==> src/rtl/cp0_exc_pkg.sv <==
// Shared definitions for the CP0 exception/interrupt sequencer.
//   cp0_state_e  : sequencer states (RUN, SAVE, VEC, RET)
//   LVL_NONE     : cur_id value reported when no handler is active
//   VEC_BASE_DEF / VEC_SHIFT_DEF : default vector placement
package cp0_exc_pkg;

  typedef enum logic [1:0] {
    ST_RUN  = 2'd0,
    ST_SAVE = 2'd1,
    ST_VEC  = 2'd2,
    ST_RET  = 2'd3
  } cp0_state_e;

  localparam logic [2:0]  LVL_NONE      = 3'd7;
  localparam logic [31:0] VEC_BASE_DEF  = 32'h0000_3000;
  localparam int unsigned VEC_SHIFT_DEF = 4;

endpackage

==> src/rtl/cp0_exc_ctrl_prio.sv <==
// Lowest-index-wins priority encoder for interrupt requests.
// Ports:
//   i_req   : NIRQ-wide request vector (bit 0 highest priority)
//   o_valid : any request bit set
//   o_id    : index of the lowest set bit (0 when none)
module irq_prio_enc #(
  parameter int unsigned NIRQ = 3
) (
  input  logic [NIRQ-1:0] i_req,
  output logic            o_valid,
  output logic [2:0]      o_id
);

  always_comb begin
    o_valid = 1'b0;
    o_id    = '0;
    for (int unsigned k = 0; k < NIRQ; k++) begin
      if (i_req[k] && !o_valid) begin
        o_valid = 1'b1;
        o_id    = 3'(k);
      end
    end
  end

endmodule

==> src/rtl/cp0_exc_ctrl.sv <==
// Interrupt/exception sequencer between the datapath PC logic and CP0.
// Latches interrupt requests, arbitrates by fixed priority, writes the
// return PC to EPC, redirects to a per-source vector, and returns to the
// EPC value on ERET.
// Configuration macro: CP0_NEST_EN
//   defined   : level stack NIRQ deep, IE kept on entry, preemption allowed
//   undefined : single-entry stack, entry clears IE, no preemption
// Ports:
//   clk, clr           : clock, synchronous active-high reset
//   irq_req            : interrupt request bits (set pending)
//   eint / dint        : set / clear global interrupt enable
//   inst_bound         : instruction boundary, takes only allowed here
//   pc_next            : return address captured on a take
//   eret               : ERET pulse
//   epc_rdata          : EPC value read from CP0
//   epc_we / epc_wdata : EPC write port to CP0
//   redirect / redirect_pc : PC override pulse and target
//   pending, ie, in_isr, cur_id : status outputs
module cp0_exc_ctrl
  import cp0_exc_pkg::*;
#(
  parameter int unsigned     WIDTH     = 32,
  parameter int unsigned     NIRQ      = 3,
  parameter logic [WIDTH-1:0] VEC_BASE = WIDTH'(VEC_BASE_DEF),
  parameter int unsigned     VEC_SHIFT = VEC_SHIFT_DEF
) (
  input  logic             clk,
  input  logic             clr,
  input  logic [NIRQ-1:0]  irq_req,
  input  logic             eint,
  input  logic             dint,
  input  logic             inst_bound,
  input  logic [WIDTH-1:0] pc_next,
  input  logic             eret,
  input  logic [WIDTH-1:0] epc_rdata,
  output logic             epc_we,
  output logic [WIDTH-1:0] epc_wdata,
  output logic             redirect,
  output logic [WIDTH-1:0] redirect_pc,
  output logic [NIRQ-1:0]  pending,
  output logic             ie,
  output logic             in_isr,
  output logic [2:0]       cur_id
);

`ifdef CP0_NEST_EN
  localparam int unsigned DEPTH = NIRQ;
`else
  localparam int unsigned DEPTH = 1;
`endif

  // Level is 4 bits so that "no handler" (NIRQ) stays distinct from id 7.
  localparam logic [3:0] LVL_IDLE = 4'(NIRQ);

  cp0_state_e       r_state, w_state_nxt;
  logic [NIRQ-1:0]  r_pending, w_clr_mask, w_mask_lvl, w_elig;
  logic             r_ie, w_ie_nxt;
  logic [3:0]       r_lvl, w_lvl_nxt, w_pop_lvl;
  logic [3:0]       r_sp, w_sp_nxt;
  logic [3:0]       r_stk [DEPTH];
  logic [2:0]       r_id;
  logic [WIDTH-1:0] r_epc_wdata;
  logic             r_epc_we, r_redirect, r_in_isr;
  logic [2:0]       r_cur_id;
  logic             w_take, w_push, w_pop, w_enc_valid;
  logic [2:0]       w_enc_id;
  logic [WIDTH-1:0] w_vec;

  always_comb begin
    for (int unsigned k = 0; k < NIRQ; k++) begin
      w_mask_lvl[k] = (4'(k) < r_lvl);
    end
  end

  assign w_elig = r_pending & {NIRQ{r_ie}} & w_mask_lvl;

  irq_prio_enc #(.NIRQ(NIRQ)) u_prio (
    .i_req   (w_elig),
    .o_valid (w_enc_valid),
    .o_id    (w_enc_id)
  );

  // Stack-full guard keeps a software re-enable inside a handler from
  // overrunning the single-entry stack of the non-nesting build.
  assign w_take = (r_state == ST_RUN) & inst_bound & ~eret & w_enc_valid &
                  (r_sp < 4'(DEPTH));

  always_comb begin
    w_state_nxt = r_state;
    w_push      = 1'b0;
    w_pop       = 1'b0;
    case (r_state)
      ST_RUN: begin
        if (eret)        w_state_nxt = ST_RET;
        else if (w_take) w_state_nxt = ST_SAVE;
      end
      ST_SAVE: begin
        w_push      = 1'b1;
        w_state_nxt = ST_VEC;
      end
      ST_VEC:  w_state_nxt = ST_RUN;
      ST_RET: begin
        // Empty stack: redirect only, level stays idle.
        w_pop       = (r_sp != '0);
        w_state_nxt = ST_RUN;
      end
      default: w_state_nxt = ST_RUN;
    endcase
  end

  always_comb begin
    w_pop_lvl = LVL_IDLE;
    for (int unsigned k = 0; k < DEPTH; k++) begin
      if (r_sp == 4'(k + 1)) w_pop_lvl = r_stk[k];
    end
  end

  always_comb begin
    w_lvl_nxt = r_lvl;
    w_sp_nxt  = r_sp;
    if (w_push) begin
      w_lvl_nxt = {1'b0, r_id};
      w_sp_nxt  = r_sp + 4'd1;
    end else if (w_pop) begin
      w_lvl_nxt = w_pop_lvl;
      w_sp_nxt  = r_sp - 4'd1;
    end
  end

  always_comb begin
    w_ie_nxt = r_ie;
    if (eint) w_ie_nxt = 1'b1;
    if (dint) w_ie_nxt = 1'b0;
`ifndef CP0_NEST_EN
    if (r_state == ST_SAVE) w_ie_nxt = 1'b0;
`endif
    if (r_state == ST_RET) w_ie_nxt = 1'b1;
  end

  assign w_clr_mask = (r_state == ST_SAVE) ? (NIRQ'(1) << r_id) : '0;

  always_ff @(posedge clk) begin
    if (clr) begin
      r_state     <= ST_RUN;
      r_pending   <= '0;
      r_ie        <= 1'b0;
      r_lvl       <= LVL_IDLE;
      r_sp        <= '0;
      r_id        <= '0;
      r_epc_wdata <= '0;
      r_epc_we    <= 1'b0;
      r_redirect  <= 1'b0;
      r_in_isr    <= 1'b0;
      r_cur_id    <= LVL_NONE;
    end else begin
      r_state    <= w_state_nxt;
      r_pending  <= (r_pending & ~w_clr_mask) | irq_req;
      r_ie       <= w_ie_nxt;
      r_lvl      <= w_lvl_nxt;
      r_sp       <= w_sp_nxt;
      r_in_isr   <= (w_sp_nxt != '0);
      r_cur_id   <= (w_lvl_nxt >= LVL_IDLE) ? LVL_NONE : w_lvl_nxt[2:0];
      r_epc_we   <= (w_state_nxt == ST_SAVE);
      r_redirect <= (w_state_nxt == ST_VEC) || (w_state_nxt == ST_RET);
      if (w_take) begin
        r_id        <= w_enc_id;
        r_epc_wdata <= pc_next;
      end
    end
  end

  always_ff @(posedge clk) begin
    for (int unsigned k = 0; k < DEPTH; k++) begin
      if (w_push && (r_sp == 4'(k))) r_stk[k] <= r_lvl;
    end
  end

  assign w_vec       = VEC_BASE + (WIDTH'(r_id) << VEC_SHIFT);
  assign redirect_pc = !r_redirect ? '0 :
                       (r_state == ST_RET) ? epc_rdata : w_vec;

  assign epc_we    = r_epc_we;
  assign epc_wdata = r_epc_wdata;
  assign redirect  = r_redirect;
  assign pending   = r_pending;
  assign ie        = r_ie;
  assign in_isr    = r_in_isr;
  assign cur_id    = r_cur_id;

endmodule

==> config.mk <==
export PLATFORM = sky130hd
export DESIGN_NAME = cp0_exc_ctrl
export DESIGN_NICKNAME = d
export VERILOG_FILES = /design/src/rtl/cp0_exc_pkg.sv /design/src/rtl/cp0_exc_ctrl_prio.sv /design/src/rtl/cp0_exc_ctrl.sv
export SDC_FILE = /design/constraint.sdc
export NUM_CORES = 1
export LEC_CHECK = 0
export CAP_MARGIN = 40
export CORE_ASPECT_RATIO = 0.7
export CORE_MARGIN = 5
export CORE_UTILIZATION = 35
export CTS_CLUSTER_DIAMETER = 60
export DETAILED_ROUTE_END_ITERATION = 7
export HOLD_SLACK_MARGIN = 0.08
export PLACE_DENSITY_LB_ADDON = 0.08
export SETUP_SLACK_MARGIN = 0.15
export SLEW_MARGIN = 30
export SYNTH_ARGS = -nofsm -noshare
export SYNTH_HDL_FRONTEND = slang
export SYNTH_SLANG_ARGS = --single-unit
==> constraint.sdc <==
create_clock -name clk -period 1.9 [get_ports clk]
set_clock_uncertainty 0.05 [all_clocks]
set_input_delay 0.38 -clock clk [delete_from_list [all_inputs] [get_ports clk]]
set_output_delay 0.38 -clock clk [all_outputs]
set_load 0.05 [all_outputs]
==> flow_metrics.env <==
export IMPL_nets=561
export IMPL_syn_area_per_cell_um2=8.719
export IMPL_grt_antenna_before_repair=0
export IMPL_power_density_mw_per_mm2=593.8
export IMPL_worst_hold_path_num_cells=2
export IMPL_ys_top_cells_by_area="dfxtp_1 (39%), mux2i_1 (12%), nand2_1 (10%), and2_1 (6.6%), edfxtp_1 (4.4%)"
export IMPL_postRouteAntennaNets=0
export IMPL_syn_to_final_growth_pct=91.13
export IMPL_io_buffers=146
export IMPL_numCtsBuffers=9
export IMPL_clk_pin_slew_ns=0.07
export IMPL_via_count=2740
export IMPL_synth_most_common_cell="nand2_1"
export IMPL_synth_edff_count=4
export IMPL_async_reset_ff_frac=0
export IMPL_synth_top_cell_area_share=0.3949
export IMPL_synthTopCellsByCount="nand2_1 (76), dfxtp_1 (54), mux2i_1 (32)"
export IMPL_design_die_area_mm2=0.009719
export IMPL_ys_warn_count=0
export IMPL_start_kind="register"
export IMPL_instances_no_fill=590
export IMPL_holdCritPathClass="reg2reg"
export IMPL_drv_cap=0
export IMPL_worst_slack_ns=0.05316
export IMPL_drt_pre_antenna_iters=4
export IMPL_outcome="completed"
export IMPL_dp_cells=555
export IMPL_ys_ff_latch=58
export IMPL_reg2reg_slack_ns=0.05
export IMPL_pre_cts_slack_ns=-0.04833
export IMPL_fin_crit_ns=1.847
export IMPL_cp_required_ns=2.11
export IMPL_fin_util=0.6764
export IMPL_setup_viol=0
export IMPL_synth_top_cell_by_area="dfxtp_1"
export IMPL_diodes=0
export IMPL_drt_iter0_drc=115
export IMPL_worstMarginPinSlew_ns=0.3608
export IMPL_tritoncts="done"
export IMPL_clk_latency_ns=0.34
export IMPL_cts_hold_buffers=0
export IMPL_die_w_um=115.7
export IMPL_power_leakage_nw=2.113
export IMPL_grt_pass1_wl_um=14370
export IMPL_wl_per_cell_um=16.47
export IMPL_rows=27
export IMPL_ir_drop_uv=361.3
export IMPL_rr_endpoint="epc_wdata[1]"
export IMPL_pin_count=147
export IMPL_cts_max_level=3
export IMPL_wl_um=9715
export IMPL_gp_congestion=0.8963
export IMPL_cp_arrival_ns=2.06
export IMPL_path_max_fanout=6
export IMPL_hold_violations=0
export IMPL_crit_type="reg2reg"
export IMPL_synth_nets=391
export IMPL_grt_ovfl_total=0
export IMPL_synth_area_mm2=0.002738
export IMPL_slew_violations=0
export IMPL_synthCells=314
export IMPL_ys_seq_area_frac=0.4388
export IMPL_die_h_um=84.00
export IMPL_clockBufferDepth=2
export IMPL_grt_max_degree=65
export IMPL_fin_crit_sh=0.9720
export IMPL_hp_start="epc_wdata[10]"
export IMPL_power_mw=3.107
export IMPL_layout_drive_gt1_share=0.3701
export IMPL_grt_use_total=0.1895
export IMPL_start_util=0.3539
export IMPL_via_per_inst=4.644
export IMPL_crit_start="r_state[1]"
export IMPL_drc=0
export IMPL_fillers=607
export IMPL_clock_sinks=58
export IMPL_fmax_ghz=0.5415
export IMPL_r2r_start="r_state[1]"
export IMPL_slew_headroom=0.7586
export IMPL_reg2reg_depth=7
export IMPL_cp_end_kind="register"
export IMPL_min_to="epc_wdata[10]"
export IMPL_dpl_hpwl_um=6983
export IMPL_yosys_most_used_dff="dfxtp_1"
export IMPL_grt_pass1_vias=2731
export IMPL_synth_distinct_cells=46
export IMPL_root_buffer="clkbuf_8"
export IMPL_core_area_mm2=0.007736
export IMPL_grt_setup_unrepaired="yes"
-- layout by cell type (no fill, tap or decap), types with 4 or more instances in the layout --
master,netlist,layout
a21oi_1,7,7
and2_4,0,29
buf_12,0,37
buf_4,1,65
clkbuf_16,0,4
clkbuf_8,0,10
clkdlybuf4s50_1,0,72
dfxtp_1,54,49
edfxtp_1,4,4
inv_1,9,6
mux2i_1,32,32
nand2_1,76,72
nand3_1,4,4
nor2_1,15,15
nor2b_1,4,4
-- routing by layer --
| metal | GRT usage | wire (µm) | up-vias |
|---|---|---|---|
| met5 | 0 | 0 | - |
| met4 | 0.04847 | 91 | 0 |
| met3 | 0.07101 | 812 | 9 |
| met2 | 0.2889 | 4229 | 111 |
| met1 | 0.2527 | 4580 | 1222 |
| li1 | - | - | 1398 |
-- worst max path at each step --
stage / end / cells past startpoint
after floorplan: redirect_pc[10] / 5
after CTS: redirect_pc[15] / 4
after global placement: epc_wdata[20] / 6
final: epc_wdata[1] / 7
after detailed placement: epc_wdata[16] / 6
after global routing: epc_wdata[4] / 7
-- sequential cells by signal (all words and copies together), names as in the netlist --
register and cells:
epc_wdata 32, r_lvl 4, r_sp 4, r_stk 4
cur_id 3, pending 3, r_id 2, r_state 2
epc_we 1, ie 1, in_isr 1, redirect 1
-- critical path, stage by stage (launching register included) --
cell	delay [ns]
dfxtp_4	0.36
buf_4	0.13
buf_4	0.12
and4b_1	0.28
and3_4	0.20
o21a_4	0.24
clkbuf_16	0.20
mux2i_1	0.18
-- area by class of cell --
cell class              instances  area, µm²  share of cell area
clock buffers                  12      166.4             0.03180
repair buffers                180       2078              0.3972
well taps                     101      126.4             0.02415
multi-input cells             226       1567              0.2994
flip-flops and latches         58       1215              0.2322
inverters                       9      33.78            0.006456
clock inverters                 4      46.29            0.008847
-- cells by family (layout without fill, tap and decap cells) --
| group | after synthesis | after routing | synth area share |
|---|---|---|---|
| XOR/XNOR | 2 | 2 | 0.006400 |
| multiplexers | 32 | 32 | 0.1170 |
| buffers and inverters | 30 | 205 | 0.05210 |
| AND/OR/NAND/NOR | 151 | 151 | 0.2642 |
| adder cells (fa/ha/maj) | 5 | 5 | 0.02194 |
| AO/OA/AOI/OAI | 36 | 36 | 0.09963 |
| flip-flops | 58 | 58 | 0.4388 |
-- through the flow --
step	instance area, µm²	hold WS [ns]	TNS (ns)
floorplan	2828	0.4160	0
global placement	4677	0.3922	-0.0006037
detailed placement	4677	0.3975	-1.004
CTS	5062	0.3978	0
global route	5233	0.4253	-0.2894
finish	5233	0.4093	0
-- power breakdown --
| part | switching [mW] | total [mW] | internal (mW) |
|---|---|---|---|
| Clock | 0.492 | 1.21 | 0.718 |
| Combinational | 0.289 | 0.603 | 0.314 |
| Sequential | 0.0292 | 1.30 | 1.27 |
-- repair_timing --
item	CTS	global route
gates cloned	1	4
pin swaps	5	7
resized for setup	23	12
buffers inserted	10	4
endpoints found under the setup margin	39	71
Power figures use the tool's default switching activity.
